===== config.mk =====
export PLATFORM = sky130hd
export DESIGN_NAME = lock_attempt_governor
export DESIGN_NICKNAME = d
export VERILOG_FILES = /design/src/rtl/lock_attempt_governor.sv
export SDC_FILE = /design/constraint.sdc
export NUM_CORES = 1
export LEC_CHECK = 0
export CORE_UTILIZATION = 41
export CTS_CLUSTER_DIAMETER = 100
export DETAILED_ROUTE_END_ITERATION = 16
export GPL_ROUTABILITY_DRIVEN = 0
export GPL_TIMING_DRIVEN = 0
export PLACE_DENSITY = 0.75
export SLEW_MARGIN = 15
export SYNTH_ARGS = -nofsm -noshare
export SYNTH_HDL_FRONTEND = slang
export SYNTH_SLANG_ARGS = --single-unit

===== constraint.sdc =====
create_clock -name clock -period 4.75 [get_ports clock]
set_input_delay 0.95 -clock clock [delete_from_list [all_inputs] [get_ports clock]]
set_output_delay 0.95 -clock clock [all_outputs]
set_load 0.005 [all_outputs]

===== src/rtl/lock_attempt_governor.sv =====
// Brute-force guard between the board keys and DigitalLock: counts failed entries
// and masks key input for an exponentially growing lockout after too many failures.
module lock_attempt_governor #(
  parameter int unsigned MAX_FAILS    = 3,
  parameter int unsigned BASE_LOCKOUT = 50000000,
  parameter int unsigned MAX_SHIFT    = 3,
  parameter int unsigned CNT_WIDTH    = 32,
  localparam int unsigned FW = (MAX_FAILS < 1) ? 1 : $clog2(MAX_FAILS + 1),
  localparam int unsigned LW = (MAX_SHIFT < 1) ? 1 : $clog2(MAX_SHIFT + 1)
) (
  input  logic                 clock,
  input  logic                 reset,
  input  logic [3:0]           key_in,
  input  logic                 locked,
  input  logic                 error,
  output logic [3:0]           key_out,
  output logic                 lockout,
  output logic [CNT_WIDTH-1:0] remaining,
  output logic [FW-1:0]        fail_count,
  output logic [LW-1:0]        level
);

  typedef enum logic [1:0] {
    PASS    = 2'd0,
    BLOCK   = 2'd1,
    RELEASE = 2'd2
  } state_t;

  state_t               state, state_n;
  logic                 error_q, locked_q;
  logic                 fail_ev, clear_ev;
  logic [3:0]           key_n;
  logic                 lockout_n;
  logic [CNT_WIDTH-1:0] remaining_n;
  logic [FW-1:0]        fail_n, fail_inc;
  logic [LW-1:0]        level_n;

  // Failures only count while the lock is armed; an unlock edge clears history.
  assign fail_ev  = error & ~error_q & locked;
  assign clear_ev = ~locked & locked_q;

  always_ff @(posedge clock or posedge reset) begin
    if (reset) begin
      state      <= PASS;
      error_q    <= 1'b0;
      locked_q   <= 1'b0;
      key_out    <= 4'h0;
      lockout    <= 1'b0;
      remaining  <= '0;
      fail_count <= '0;
      level      <= '0;
    end else begin
      state      <= state_n;
      error_q    <= error;
      locked_q   <= locked;
      key_out    <= key_n;
      lockout    <= lockout_n;
      remaining  <= remaining_n;
      fail_count <= fail_n;
      level      <= level_n;
    end
  end

  always_comb begin
    state_n     = state;
    remaining_n = remaining;
    fail_n      = fail_count;
    level_n     = level;
    fail_inc    = fail_count + FW'(1);

    case (state)
      PASS: begin
        if (fail_ev && !clear_ev) begin
          fail_n = fail_inc;
          if (fail_inc == FW'(MAX_FAILS)) begin
            state_n     = BLOCK;
            fail_n      = '0;
            remaining_n = CNT_WIDTH'(BASE_LOCKOUT) << level;
            level_n     = (level == LW'(MAX_SHIFT)) ? level : level + LW'(1);
          end
        end
      end
      BLOCK: begin
        if (remaining <= CNT_WIDTH'(1)) begin
          state_n     = RELEASE;
          remaining_n = '0;
        end else begin
          remaining_n = remaining - CNT_WIDTH'(1);
        end
      end
      RELEASE: begin
        if (key_in == 4'h0) state_n = PASS;
      end
      default: begin
        state_n     = PASS;
        remaining_n = '0;
      end
    endcase

    if (clear_ev) begin
      fail_n  = '0;
      level_n = '0;
    end

    // Gate on the next state so the edge that enters a lockout already masks keys.
    key_n     = (state_n == PASS) ? key_in : 4'h0;
    lockout_n = (state_n == BLOCK);
  end

endmodule


==> flow_summary_export.csv, run 1 <==
group,metric,value,unit
drt,route.vias.total,2617,
synthesis,synth_edf_count,0,
final_layout,post-route-util,55.04,%
cts,total_setup_buffers_inserted_after_cts,0,
die,die-height,82.25,um
synthesis,syn-mean-instance-area,9.072,um2
global_routing,grt_pass1_wl,11740,um
synthesis,synth_cells,291,
synthesis,synth_compound_area_share,20.24,%
synthesis,synth-seq-cells,45,
sta,report.final.setup_viol,0,
global_routing,first_global_vias,2386,
power_and_ir_drop,vdd_ir_drop_max,0.0002460,V
cts,cts-htree-levels,2,
power_and_ir_drop,p_per_area,558.5,nW/um2
critical_path,crit_family,"buffers and inverters",
cts,tritoncts.num_buffers,5,
drt,count_of_unresolved_drc_violations_after_routing,0,
sta,max_freq,335.4,MHz
critical_path,crit_cells,7,
cts,clock_latency,0.31,ns
critical_path,worst_setup_path_start_kind,"primary input",
critical_path,critical_path_required,4.95,ns
power_and_ir_drop,power.total,1.863,mW
sta,share_of_the_clock_period_used_by_the_worst_path_after_layout,62.77,%
cts,clock_tree_from_tritoncts,"done",
power_and_ir_drop,cellLeakagePower,1.390,nW
synthesis,synth.cell_area,2640,um2
sta,hold_slack,0.5526,ns
placed_design,post-place-cells,415,
synthesis,synth-async-reset-ratio,100.0,%
cts,cts_num_sinks,45,
cts,cts-root-buf,"clkbuf_8",
synthesis,yosysWarnings,0,
cts,ctsHoldBuffers,0,
critical_path,worst-r2r-cell-count,8,
drt,routed_wirelength,7302,um
critical_path,critPathMaxStageDelay,0.49,ns
synthesis,muxShareOfSynthArea,1.185,%
placed_design,io_buffers,48,
run,max_cap_viol_count,0,
synthesis,synth_top_cell_area_share,42.65,%
sta,period_needed,2.982,ns
final_layout,syn_to_final_growth,26.35,%
synthesis,largest_family_of_logic_cells_by_synthesized_area,"simple AND/OR/NAND/NOR gates",
synthesis,ys_types,56,
status,outcome,"completed",
synthesis,synth-adder-area-share,4.265,%
sta,final-max-slew-violation-count,0,
critical_path,slowest_stage,"clkdlybuf4s50_1",
die,die_width,82.25,um
global_routing,groute.usage.overall,23.17,%
synthesis,post_synth_main_area_contributors,"dfrtp_1, ha_1, o21ai_0",
final_layout,drive_above_1_share,6.897,%
critical_path,setup.worst_path.end_class,"register",
sta,grt_setup_unrepaired,"no",
cts,cts_max_path_buffers,2,
final_layout,fin_nets,364,
global_routing,initial_antenna_violation_count,0,
global_routing,grt_max_degree,28,
drt,routed_wire_length_per_instance,17.26,um
hold_path,worst_hold_path.num_cells,2,
critical_path,cp_max_fo,10,
drt,drt.antenna.violating_nets,0,
synthesis,synth_simple_gate_area_share,24.60,%
sta,tns,0,ns
synthesis,synth_ff_type,"dfrtp_1",
sta,finalClockSkew,0.01146,ns
drt,detail_route.first_pass.iterations,5,
drt,vias_per_cell,6.187,
sta,max_slew.worst_pin.slew,0.7069,ns
synthesis,synth_largest_area_cell,"dfrtp_1",
critical_path,worstPathBufferInverterCount,2,
die,ioPinCount,49,
final_layout,final_cells,423,
die,floorplan.initialDensity,43.56,%
die,num_rows,28,
placed_design,dp_hpwl,5274,um
critical_path,path_class,"primary input to register",
synthesis,seq_total_area_yosys,42.65,%
die,die_area,6764,um2
final_layout,antenna_cells,0,
global_routing,globalRoute.totalOverflow,0,
synthesis,postSynthNetCount,308,
sta,slew_headroom,52.44,%
synthesis,synth-xor-area-share,1.659,%
die,design.core.area,6061,um2
drt,drt-initial-drc-count,232,
critical_path,critical_path.cell_chain,"clkdlybuf4s50_1, and4bb_2, nand2_1, nand2_1, clkbuf_1, o21ai_0, a21o_1",
critical_path,cp.arrival,3.18,ns
sta,final_hold_viol_count,0,
hold_path,worst_hold_path_type,"register to register",
critical_path,path_common_cell,"nand2_1",
cts,post_cts.resized_instances,0,
cts,cts.clk_slew.worst_paths,0.08,ns
-- layout make-up --
| type | instances | area [um2] |
|---|---|---|
| plain buffers | 16 | 90.09 |
| flip-flops and latches | 45 | 1126 |
| multi-input cells | 216 | 1371 |
| clock buffers | 7 | 96.34 |
| inverters | 14 | 52.55 |
| repair buffers | 49 | 500.5 |
| clock inverters | 1 | 5.005 |
| fillers | 559 | 2725 |
| well taps | 75 | 93.84 |
-- worst paths after layout --
path	slack, ns	start	endpoint
setup / recovery	1.77	locked	remaining[12]$_DFFE_PP0P_
hold / removal	0.55	fail_count[1]$_DFFE_PP0P_	fail_count[1]$_DFFE_PP0P_
setup reg to reg	2.04	remaining[8]$_DFFE_PP0P_	remaining[12]$_DFFE_PP0P_
hold reg to reg	0.55	fail_count[1]$_DFFE_PP0P_	fail_count[1]$_DFFE_PP0P_
max in group asynchronous	3.32	reset	remaining[21]$_DFFE_PP0P_
min in group asynchronous	0.94	reset	remaining[8]$_DFFE_PP0P_
-- per-layer routing --
| layer | wire length [um] | global-route usage (%) | vias to the layer above |
|---|---|---|---|
| met5 | 0 | 0 | - |
| met2 | 3427 | 35.21 | 147 |
| met4 | 132 | 10.00 | 0 |
| li1 | - | - | 1194 |
| met1 | 3233 | 32.24 | 1260 |
| met3 | 509 | 3.956 | 16 |
-- placed cells by master, fill, tap and decap left out, drive strengths merged, types with 8 or more instances in the layout --
master,netlist,final
or4,9,9
nand2,24,24
a21oi,18,18
clkbuf,11,18
dfrtp,45,45
nor2,25,25
nand3,8,8
ha,9,9
nor4,11,11
inv,14,14
nor3,13,13
clkdlybuf4s50,0,48
o21ai,22,22
-- logic make-up after synthesis --
family	after synthesis
mux	3
xor+xnor	5
fa+ha+maj	9
flops	45
compound gates	80
simple gates	119
buf+inv	30
-- worst min-delay path, stage by stage, from the launching register on --
cell	delay, ns
dfrtp_1	0.40
nand2_1	0.06
a21oi_1	0.05
-- sequential cells by signal, indices dropped and copies added (netlist names) --
register,count
locked_q,1
level,2
remaining,32
fail_count,2
lockout,1
error_q,1
key_out,4
state,2
-- power breakdown --
| part | total (mW) | internal (mW) | leakage, nW | switching [mW] |
|---|---|---|---|---|
| Combinational | 0.923 | 0.441 | 0.754 | 0.482 |
| Clock | 0.265 | 0.132 | 0.0542 | 0.134 |
| Sequential | 0.674 | 0.499 | 0.582 | 0.175 |
| Total | 1.86 | 1.07 | 1.39 | 0.791 |
-- per-stage QoR --
| stage | setup slack [ns] | area, um2 |
|---|---|---|
| 3_5_place_dp | 1.542 | 3234 |
| 5_1_grt | 1.674 | 3336 |
| 4_1_cts | 1.847 | 3336 |
| 3_3_place_gp | 1.553 | 3214 |
| 6_report | 1.768 | 3336 |
| 2_1_floorplan | 2.523 | 2640 |
-- cell usage after synthesis (all sizes together) (5+ instances only) --
library cell / count
nor4: 11
clkbuf: 11
nand3: 8
a21oi: 18
inv: 14
nor3b: 5
dfrtp: 45
o21ai: 22
nand4: 5
buf: 5
nor2: 25
ha: 9
nor3: 13
or4: 9
nand2: 24
nor2b: 6
o22ai: 6
(Power assumes the default switching activity.)
==> run 2: changes to the inputs <==
- clock period: 4.75 -> 3.02 ns (I/O delays scaled with it)
==> results of run 2 <==
Same layout as run 1 (identical final DEF). Status: completed.
Main changes from that run: setup slack after placement 1.542 ns -> 0.1583 ns; clock-pin slew on the worst setup and hold paths 0.08 ns -> 0.09 ns; setup slack after layout 1.768 ns -> 0.3087 ns; start point of the critical path locked -> remaining[8]$_DFFE_PP0P_; register-to-register setup slack 2.04 ns -> 0.31 ns; total power 1.863 mW -> 2.930 mW; worst IR drop on VDD 0.0002460 V -> 0.0003869 V
==> run 3: changes to the inputs <==
- SLEW_MARGIN: 15 -> 40
==> run 3 against run 2 <==
Clock skew shrank 0.0012 ns; sequential power is essentially flat; flip-flop and latch count is the same; non-clock buffer count is the same; worst setup slack gained 0.0057 ns; fmax grew 0.21%; first-iteration DRC count is the same; combinational power is essentially flat; count of clock-buffer cells in the layout is the same; largest power group unchanged; highest routed layer unchanged.
==> flow_summary_export.csv, run 3 (synthesis gave the netlist of run 1 again) <==
group,metric,value,unit
drt,routed_wire_length_per_instance,17.21,um
sta,report.final.setup_viol,0,
critical_path,slowest_stage,"nor4_1",
die,num_rows,28,
final_layout,post-route-cell-area,3338,um2
cts,tritoncts.num_buffers,5,
die,ioPinCount,49,
hold_path,worst_hold_path_type,"register to register",
drt,route.vias.total,2607,
sta,max_slew.worst_pin.slew,0.7086,ns
sta,slew_headroom,52.32,%
die,die_area,6764,um2
cts,clock_tree_from_tritoncts,"done",
critical_path,worst_setup_path_start_kind,"register",
sta,max_freq,369.6,MHz
final_layout,final_cells,423,
final_layout,antenna_cells,0,
global_routing,globalRoute.totalOverflow,0,
cts,cts.clk_slew.worst_paths,0.09,ns
critical_path,critical_path.cell_chain,"nor4_1, and2_1, clkbuf_1, a31o_1, buf_4, buf_2, o21ai_0, a21o_1",
sta,grt_setup_unrepaired,"no",
critical_path,path_class,"register to register",
drt,drt.antenna.violating_nets,0,
final_layout,fin_nets,364,
critical_path,setup.worst_path.end_class,"register",
cts,cts-htree-levels,2,
cts,cts-root-buf,"clkbuf_8",
sta,hold_slack,0.5526,ns
sta,final-max-slew-violation-count,0,
critical_path,critical_path_required,3.22,ns
die,die_width,82.25,um
global_routing,groute.usage.overall,23.17,%
die,floorplan.initialDensity,43.56,%
final_layout,regMostFlops,"remaining",
global_routing,grt_max_degree,28,
final_layout,mostFrequentLayoutCells,"clkdlybuf4s50_1, dfrtp_1, nor2_1",
drt,detail_route.first_pass.iterations,8,
final_layout,syn_to_final_growth,26.45,%
placed_design,dp_slack,0.1583,ns
global_routing,grt_pass1_wl,11740,um
placed_design,placedInstanceArea,3237,um2
status,outcome,"completed",
global_routing,initial_antenna_violation_count,0,
power_and_ir_drop,vdd_ir_drop_max,0.0003864,V
sta,share_of_the_clock_period_used_by_the_worst_path_after_layout,89.59,%
cts,total_setup_buffers_inserted_after_cts,0,
final_layout,max_reg_flops,32,
cts,cts_max_path_buffers,2,
critical_path,cp_max_fo,10,
critical_path,worstPathBufferInverterCount,3,
critical_path,cp.arrival,2.90,ns
global_routing,first_global_vias,2386,
placed_design,post-place-cells,415,
placed_design,io_buffers,48,
drt,vias_per_cell,6.163,
cts,ctsHoldBuffers,0,
drt,count_of_unresolved_drc_violations_after_routing,0,
drt,drt-initial-drc-count,232,
critical_path,critPathMaxStageDelay,0.60,ns
power_and_ir_drop,p_per_area,877.1,nW/um2
power_and_ir_drop,cellLeakagePower,1.391,nW
final_layout,top_registers,"remaining (32), key_out (4)",
sta,period_needed,2.706,ns
die,design.core.area,6061,um2
critical_path,crit_family,"simple AND/OR/NAND/NOR gates",
die,die-height,82.25,um
final_layout,drive_above_1_share,6.897,%
sta,final_hold_viol_count,0,
cts,clock_latency,0.31,ns
cts,cts_num_sinks,45,
placed_design,dp_hpwl,5274,um
drt,routed_wirelength,7281,um
run,max_cap_viol_count,0,
cts,post_cts.resized_instances,0,
sta,tns,0,ns
sta,finalClockSkew,0.01028,ns
sta,post-route-worst-setup-slack,0.3145,ns
final_layout,layout.cells.most_common,"clkdlybuf4s50_1",
==> run 3: cell counts in the layout (fill, tap and decap cells not counted) <==
Identical to the previous run, type by type.
==> run 3: cell type report <==
class                           instances  area (um2)
Clock buffer                            7       96.34
Clock inverter                          1       5.005
Tap cell                               75       93.84
Multi-Input combinational cell        216        1371
Inverter                               14       55.05
Fill cell                             558        2723
Buffer                                 16       90.09
Sequential cell                        45        1126
Timing Repair Buffer                   49       500.5
==> run 3: per-layer routing <==
layer	global-route usage [%]	up-vias	wire (um)
li1	-	1196	-
met1	32.24	1261	3138
met2	35.21	138	3449
met3	3.956	12	574
met4	10.00	0	119
met5	0	-	0
==> run 3: power by group <==
part	leakage, nW	switching (mW)	internal (mW)	total (mW)
sequential	0.582	0.276	0.785	1.06
combinational	0.754	0.756	0.694	1.45
clock	0.0542	0.209	0.207	0.416
total	1.39	1.24	1.69	2.93
==> run 3: path summary, 6_finish.rpt <==
kind	startpoint	to	slack, ns	cells past startpoint
hold / removal	fail_count[1]$_DFFE_PP0P_	fail_count[1]$_DFFE_PP0P_	0.55	2
hold reg to reg	fail_count[1]$_DFFE_PP0P_	fail_count[1]$_DFFE_PP0P_	0.55	2
setup / recovery	remaining[8]$_DFFE_PP0P_	remaining[12]$_DFFE_PP0P_	0.31	8
max in group asynchronous	reset	remaining[21]$_DFFE_PP0P_	2.02	3
setup reg to reg	remaining[8]$_DFFE_PP0P_	remaining[12]$_DFFE_PP0P_	0.31	8
min in group asynchronous	reset	remaining[8]$_DFFE_PP0P_	0.57	2
==> run 3: tightest hold or removal path, stage by stage, from the launching register on <==
cell     delay, ns
dfrtp_1       0.40
nand2_1       0.06
a21oi_1       0.05
==> run 3: per-stage QoR <==
step / util [%] / power, mW
2_1_floorplan: - / 1.848
3_3_place_gp: 53.03 / 2.462
3_5_place_dp: 53.41 / 2.494
4_1_cts: 55.08 / 2.916
5_1_grt: 55.08 / 3.139
6_report: 55.08 / 2.928
